--- config.mk ---
export PLATFORM = sky130hd
export DESIGN_NAME = nibble_compare_seq
export DESIGN_NICKNAME = d
export VERILOG_FILES = /design/src/rtl/nibble_compare_seq.sv
export SDC_FILE = /design/constraint.sdc
export NUM_CORES = 1
export LEC_CHECK = 0
export ABC_CLOCK_PERIOD_IN_PS = 4070
export BUFFER_PORTS_ARGS = -buffer_cell sky130_fd_sc_hd__buf_2
export CORE_MARGIN = 1.5
export CORE_UTILIZATION = 57
export CTS_BUF_LIST = sky130_fd_sc_hd__clkbuf_8 sky130_fd_sc_hd__clkbuf_16
export DETAILED_ROUTE_END_ITERATION = 10
export HOLD_SLACK_MARGIN = 0.1
export PLACE_DENSITY_LB_ADDON = 0.25
export SYNTH_ARGS = -nofsm -noshare
export SYNTH_HDL_FRONTEND = slang
export SYNTH_SLANG_ARGS = --single-unit
--- constraint.sdc ---
create_clock -name clk -period 4.07 [get_ports clk]
set_input_delay 0 -clock clk [delete_from_list [all_inputs] [get_ports clk]]
set_output_delay 0 -clock clk [all_outputs]
set_load 0.1 [all_outputs]
--- src/rtl/nibble_compare_seq.sv ---
// ---------------------------------------------------------------------------
// nibble_compare_seq
//
// Purpose:
//   Compares two multi-nibble words with one shared 4-bit equality
//   comparator. Each RUN cycle handles one nibble, lowest nibble first. The
//   result is overall equality plus the index of the lowest mismatching
//   nibble. A host launches a compare with start and waits for done.
//
// Optional build macro:
//   CMP_EARLY_EXIT_EN - if defined, the scan stops at the first mismatching
//                       nibble, so latency depends on the data. If undefined,
//                       every nibble is always scanned and latency is fixed.
//
// Ports:
//   clk          - rising-edge clock
//   rst_n        - asynchronous active-low reset
//   start        - request a compare; only sampled while idle
//   a_word       - operand A, captured on the accepting edge
//   b_word       - operand B, captured on the accepting edge
//   busy         - high while nibbles are being compared
//   done         - one-cycle pulse that marks a valid result
//   equal        - 1 when all compared nibbles matched; held until next done
//   mismatch_idx - lowest mismatching nibble index; 0 when equal
// ---------------------------------------------------------------------------
module nibble_compare_seq #(
    parameter int NIBBLES = 4
) (
    input  logic                       clk,
    input  logic                       rst_n,
    input  logic                       start,
    input  logic [4*NIBBLES-1:0]       a_word,
    input  logic [4*NIBBLES-1:0]       b_word,
    output logic                       busy,
    output logic                       done,
    output logic                       equal,
    output logic [$clog2(NIBBLES)-1:0] mismatch_idx
);

    localparam int IDX_W = $clog2(NIBBLES);
    localparam logic [IDX_W-1:0] LAST_IDX = IDX_W'(NIBBLES - 1);

    typedef enum logic [1:0] {
        IDLE = 2'd0,
        RUN  = 2'd1,
        DONE = 2'd2
    } state_t;

    state_t               r_state;
    state_t               w_nextState;

    logic [4*NIBBLES-1:0] r_aWord;
    logic [4*NIBBLES-1:0] r_bWord;
    logic [IDX_W-1:0]     r_idx;
    logic                 r_found;
    logic [IDX_W-1:0]     r_firstIdx;
    logic                 r_equal;
    logic [IDX_W-1:0]     r_misIdx;

    logic [4*NIBBLES-1:0] w_shiftA;
    logic [4*NIBBLES-1:0] w_shiftB;
    logic                 w_nibMis;
    logic                 w_accept;
    logic                 w_leave;

    // Shift the current nibble down to bit 0. The shift amount is idx*4, so
    // the comparator always reads bits [3:0].
    assign w_shiftA = r_aWord >> {r_idx, 2'b00};
    assign w_shiftB = r_bWord >> {r_idx, 2'b00};
    assign w_nibMis = (w_shiftA[3:0] != w_shiftB[3:0]);

    assign w_accept = (r_state == IDLE) && start;

`ifdef CMP_EARLY_EXIT_EN
    assign w_leave = (r_state == RUN) && ((r_idx == LAST_IDX) || w_nibMis);
`else
    assign w_leave = (r_state == RUN) && (r_idx == LAST_IDX);
`endif

    assign busy         = (r_state == RUN);
    assign done         = (r_state == DONE);
    assign equal        = r_equal;
    assign mismatch_idx = r_misIdx;

    // State register.
    always_ff @(posedge clk or negedge rst_n) begin
        if (!rst_n) begin
            r_state <= IDLE;
        end else begin
            r_state <= w_nextState;
        end
    end

    // Next-state logic. DONE always lasts one cycle, and start is ignored
    // everywhere except IDLE.
    always_comb begin
        w_nextState = r_state;
        case (r_state)
            IDLE:    if (start)   w_nextState = RUN;
            RUN:     if (w_leave) w_nextState = DONE;
            DONE:    w_nextState = IDLE;
            default: w_nextState = IDLE;
        endcase
    end

    // Datapath. r_found keeps the first mismatch, so later mismatches cannot
    // replace it. The nibble compared on the leaving edge is folded straight
    // into the published result, because r_found has not yet captured it.
    always_ff @(posedge clk or negedge rst_n) begin
        if (!rst_n) begin
            r_aWord    <= '0;
            r_bWord    <= '0;
            r_idx      <= '0;
            r_found    <= 1'b0;
            r_firstIdx <= '0;
            r_equal    <= 1'b0;
            r_misIdx   <= '0;
        end else if (w_accept) begin
            r_aWord    <= a_word;
            r_bWord    <= b_word;
            r_idx      <= '0;
            r_found    <= 1'b0;
            r_firstIdx <= '0;
        end else if (r_state == RUN) begin
            if (!r_found && w_nibMis) begin
                r_found    <= 1'b1;
                r_firstIdx <= r_idx;
            end
            if (w_leave) begin
                r_equal <= !(r_found || w_nibMis);
                if (r_found) begin
                    r_misIdx <= r_firstIdx;
                end else if (w_nibMis) begin
                    r_misIdx <= r_idx;
                end else begin
                    r_misIdx <= '0;
                end
            end else begin
                r_idx <= r_idx + 1'b1;
            end
        end
    end

endmodule

==> After elaboration in Yosys (flattened, before gate mapping) <==
Index checks and enable logic that the tools add are counted.
Widths: inputs -> output; s select.
{ "word_totals": {"register_bits": 42, "input_bits": 35, "output_inout_bits": 5, "wordCells": 46} }
{ "op_classes": {"add_sub_neg": 1, "n_eq_ne": 7, "n_shift": 2, "n_mux": 14, "n_bitwise": 1, "n_reduce_logical": 13} }
{ "op_table": {"columns": ["operator", "n"], "rows": [
  ["$shr 16x4->4", 2],
  ["$mux 2", 10],
  ["$reduce_and 2->1", 3],
  ["$eq 2x2->1 const B", 2],
  ["$ne 2x2->1 const B", 2],
  ["$ne 4x4->1", 1],
  ["$pmux 2 s2", 1],
  ["$reduce_bool 2->1", 2],
  ["$logic_and 1x1->1", 3],
  ["$mux 1", 3],
  ["$reduce_and 3->1", 1],
  ["$add 2x1->2 const B", 1],
  ["$eq 2x1->1 const B", 1],
  ["$logic_not 1->1", 2],
  ["$logic_not 2->1", 1],
  ["$ne 2x1->1 const B", 1],
  ["$logic_or 1x1->1", 1],
  ["$not 1->1", 1]
]} }

==> Logic depth before layout (Yosys ltp) <==
{ "depth": {"depth_word": 6, "mapped_depth": 5} }

==> Least setup slack after synthesis <==
Ideal clock, no wire load.
{ "synth_timing": {"kind": "flip-flop to flip-flop", "startpoint": "reg r_state[1]", "endpoint": "reg r_firstIdx[1]", "setup_time_ns": 0.135, "t_arrival_ns": 1.900, "required_time_ns": 3.935, "setup_slack_ns": 2.035, "stages_incl_launch_ff": 5, "path_buffers": 0, "period_less_slack_ns": 2.035, "path_cell_list": "dfrtp_1 and2b_1 nand2_1 a2111oi_0 o32ai_1"} }
{ "synth_between": {"elab_cells_between_ends": 7} }
{ "synth_lines": {"columns": ["item", "line", "text"], "rows": [
  ["start, declared", "49", "state_t r_state;"],
  ["start signal, assigned", "90", "r_state <= w_nextState;"],
  ["$eq 2x1->1", null, null],
  ["named net busy", "34", "output logic busy,"],
  ["$reduce_bool 2->1 (no line)", null, null],
  ["$reduce_and 2->1 (no line)", null, null],
  ["end signal, assigned", "127", "r_firstIdx <= r_idx;"],
  ["end, declared", "56", "logic [IDX_W-1:0] r_firstIdx;"]
]} }
The timed path passes the listed nets, and every way through them passes these cells.
A chain may end at the register's enable or synchronous reset.

==> Worst setup path in the final report <==
{ "layout_timing": {"startpoint": "reg r_aWord[14]", "endpoint": "reg r_found"} }
{ "layout_between": {"elab_chain_cells": 5} }
{ "layout_rtl": {"columns": ["item", "line", "text"], "rows": [
  ["start, declared", "52", "logic [4*NIBBLES-1:0] r_aWord;"],
  ["start signal, assigned", "119", "r_aWord <= a_word;"],
  ["$shr 16x4->4", "68", "assign w_shiftA = r_aWord >> {r_idx, 2'b00};"],
  ["$ne 4x4->1", "70", "assign w_nibMis = (w_shiftA[3:0] != w_shiftB[3:0]);"],
  ["$logic_and 1x1->1", "125", "if (!r_found && w_nibMis) begin"],
  ["$reduce_bool 2->1 (no line)", null, null],
  ["$reduce_and 2->1 (no line)", null, null],
  ["end signal, assigned", "114", "r_found <= 1'b0;"],
  ["end signal, assigned", "122", "r_found <= 1'b0;"],
  ["end signal, assigned", "126", "r_found <= 1'b1;"],
  ["end, declared", "55", "logic r_found;"]
]} }
Every way passes these cells.

==> summary.txt <==
Run status
  – Status: complete, no violations

Clocking
  – Clk buf depth: 2
  – Post_cts resized: 0
  – CTS buffer count: 5
  – H-tree levels: 2
  – Hold_buf cts: 33
  – TritonCTS clock tree: built
  – Skew-Pair Late Insertion Delay: 290 ps
  – Post-CTS setup repair buffer count: 0
  – Clk root buf: clkbuf_8
  – Clock transition at path regs: 80 ps
  – Clk sinks: 42

Synthesis
  – Synth Register Bits: 42
  – Cell count after synthesis: 134
  – Fraction of the yosys area taken by sequential cells: 0.568
  – Largest family of logic cells by synthesized area: multiplexers
  – Complex-gate fraction of the synthesized area: 0.0440
  – Number of synthesized flops with an enable pin: 0
  – Syn nets: 170
  – Synth Area in Simple Gates: 0.0656
  – Synth Flop Type: dfrtp_1
  – Cell Area, Synth: 0.00185 sq mm
  – Syn avg cell area: 13.8 sq um
  – Synth cell types: 26
  – XOR/XNOR Fraction of Synth Area: 0.0758
  – Post-synthesis share of cell area spent on full adders, half adders and majority gates: 0.00677
  – Ys Warns: 0
  – FFs w/ async S/R, synth: 1.00
  – Post-synthesis mux area share: 0.218

Cells and area
  – Multi-input gate area: between 700 and 800 sq um
  – P&R area growth vs syn: 35.7%
  – Commonest cells after routing, fill and taps aside: dfrtp_1 (42), buf_2 (39), mux2_2 (34)
  – Non-Filler Instances: 254
  – Final instance area: 0.00251 sq mm
  – Layout net count: 245
  – Commonest non-fill, non-tap cell in the layout: dfrtp_1
  – Fillers: 175
  – Layout cells sized above 1: 0.405
  – Flip-flop and latch area: between 0.001 and 0.0015 sq mm
  – Diode count: 0

Critical path
  – Crit Reg-Reg Startpoint: r_aWord[14]$_DFFE_PN0P_
  – Cell mode on critical path: mux2i_1
  – Buf+Inv Stages, Crit Path: 0
  – Slowest-stage cell, CP: dfrtp_1
  – WP data required: 4230 ps
  – Register-to-register setup slack: 2470 ps
  – Cell count along the critical path: 5
  – CP max FO: 3
  – Crit path cell chain: xor2_1, nor4_2, mux2i_1, mux2i_1, o22ai_1
  – Startpoint types: flop
  – Worst EP arrival: 1760 ps
  – CP Class: reg -> reg
  – Critical path's top delay family: multiplexers
  – FF-to-FF End: r_found$_DFFE_PN0P_
  – Length in cells of the worst reg-to-reg path: 5
  – Max stage delay on crit path: 400 ps
  – Critical Path Sink Type: flop

Power and ir drop
  – Logic pwr share: 0.438
  – Clock Power Share: 0.143
  – P_int: 1150 uW
  – Fraction of power spent switching nets: 0.390
  – Max VDD drop: 0.476 mV
  – Pwr Density: around 750 mW/mm^2
  – Psw: 736 uW
  – Reg power frac: 0.419
  – P_leak: 0.00113 uW

Global route
  – Tot GR Track Use: 0.240
  – Pin count of the biggest net entering global routing: 43
  – First-pass GRT wire length: 6090 um
  – Vias in the first global route: 1,345
  – Initial antenna violation count: 0
  – Grt ovf: 0

Die
  – Row Count: 20
  – Die width: between 50 and 60 um
  – Die area: 0.00360 sq mm
  – IO Count: 40
  – Initial cell density of the core: 0.601
  – Die H: 60.0 um
  – Core area: 0.00308 sq mm

STA
  – Post-layout min period: 1600 ps
  – Clk_skew: 5.20 ps
  – Fmax: approximately 0.63 GHz
  – Final TNS setup: 0 ps
  – Worst-Margin Slew: 876 ps
  – Final worst-path cycle share: 0.392
  – Slew Limit Headroom: 0.416
  – RSZ-0062 raised after global routing: no
  – Slew Limit Fails: 0
  – Hold Fails Final Rpt: 0
  – Final count of negative-setup-slack endpoints: 0

Drt
  – Initial drt markers: 63
  – DR WL/cell: 14.2 um
  – Final wirelength: 3610 um
  – DR vias: approximately 1,300
  – Final ANT Viol Nets: 0
  – Avg Vias per Cell: 4.96
  – DRT Pass-1 Iters: 4
  – Drt drc: 0

Placed design
  – Detailed placer's ending HPWL: 2160 um
  – Port-buffer cells: 39
  – Placed insts: 213
  – Placed Area: 0.00209 sq mm
  – Gp weighted congestion: 0.749

Min path
  – Worst hold path type: in -> async

Job
  – Max-Cap Viols: 0
[power by group through the flow]
| stage | combinational [uW] | clock, uW | sequential, uW |
|---|---|---|---|
| global route | 903 | 291 | 821 |
| global placement | 772 | 0 | 775 |
| detailed placement | 801 | 0 | 797 |
| finish | 827 | 271 | 791 |
| floorplan | 592 | 0 | 847 |
| CTS | 831 | 278 | 790 |
[cell usage after synthesis (3+ instances only)]
| cell | n | area (sq um) |
|---|---|---|
| dfrtp_1 | 42 | 1050 |
| buf_2 | 5 | 25.0 |
| nand2_1 | 3 | 11.3 |
| mux2_2 | 34 | 383 |
| xor2_1 | 8 | 70.1 |
| inv_1 | 4 | 15.0 |
| nor2_1 | 4 | 15.0 |
| nor4_2 | 3 | 37.5 |
| xnor2_1 | 8 | 70.1 |
[layout make-up]
cell class,instances,share of cell area
Timing Repair Buffer,73,0.212
Clock inverter,2,0.00349
Clock buffer,6,0.0329
Tap cell,44,0.0219
Multi-Input combinational cell,83,0.304
Inverter,4,0.00599
Sequential cell,42,0.419
[routing by layer]
metal | wire length [um] | GRT usage | vias to the layer above | share of wire
met2 | 1900 | 0.422 | 25 | 0.53
met5 | 0 | 0 | - | 0
li1 | - | - | 622 | -
met1 | 1530 | 0.271 | 609 | 0.42
met4 | 51 | 0.0857 | 0 | 0.014
met3 | 130 | 0.0801 | 4 | 0.036
[cell families after synthesis]
logic type | after synthesis
compound gates | 11
xor+xnor | 16
fa+ha+maj | 1
buf+inv | 9
flops | 42
mux | 36
simple gates | 19
[stage by stage]
step | hold slack [ps] | utilization | power, uW | worst slack (ps)
after global placement | 151 | 0.678 | 1550 | 2540
after global routing | 450 | 0.815 | 2020 | 2300
after CTS | 395 | 0.815 | 1900 | 2450
after floorplan | -296 | - | 1440 | 2030
final | 351 | 0.815 | 1890 | 2470
after detailed placement | 173 | 0.678 | 1600 | 2460
[flip-flops by register name (all words and copies together) (netlist names)]
name          count
r_aWord          16
r_idx             2
equal             1
mismatch_idx      2
r_found           1
r_state           2
r_firstIdx        2
r_bWord          16
[worst max-delay path by stage]
stage,from,endpoint,slack (ps)
finish,r_aWord[14]$_DFFE_PN0P_,r_found$_DFFE_PN0P_,2470
global route,r_aWord[14]$_DFFE_PN0P_,r_found$_DFFE_PN0P_,2300
CTS,r_aWord[14]$_DFFE_PN0P_,r_found$_DFFE_PN0P_,2450
detailed placement,r_aWord[14]$_DFFE_PN0P_,r_found$_DFFE_PN0P_,2460
global placement,r_aWord[14]$_DFFE_PN0P_,r_found$_DFFE_PN0P_,2540
floorplan,r_state[1]$_DFFE_PN0P_,r_firstIdx[1]$_DFFE_PN0P_,2030
[worst reg2reg max path: stages, from the launching register on]
cell	delay, ps
dfrtp_1	400
xor2_1	170
nor4_2	360
mux2i_1	180
mux2i_1	240
o22ai_1	120
Power figures use the tool's default switching activity.
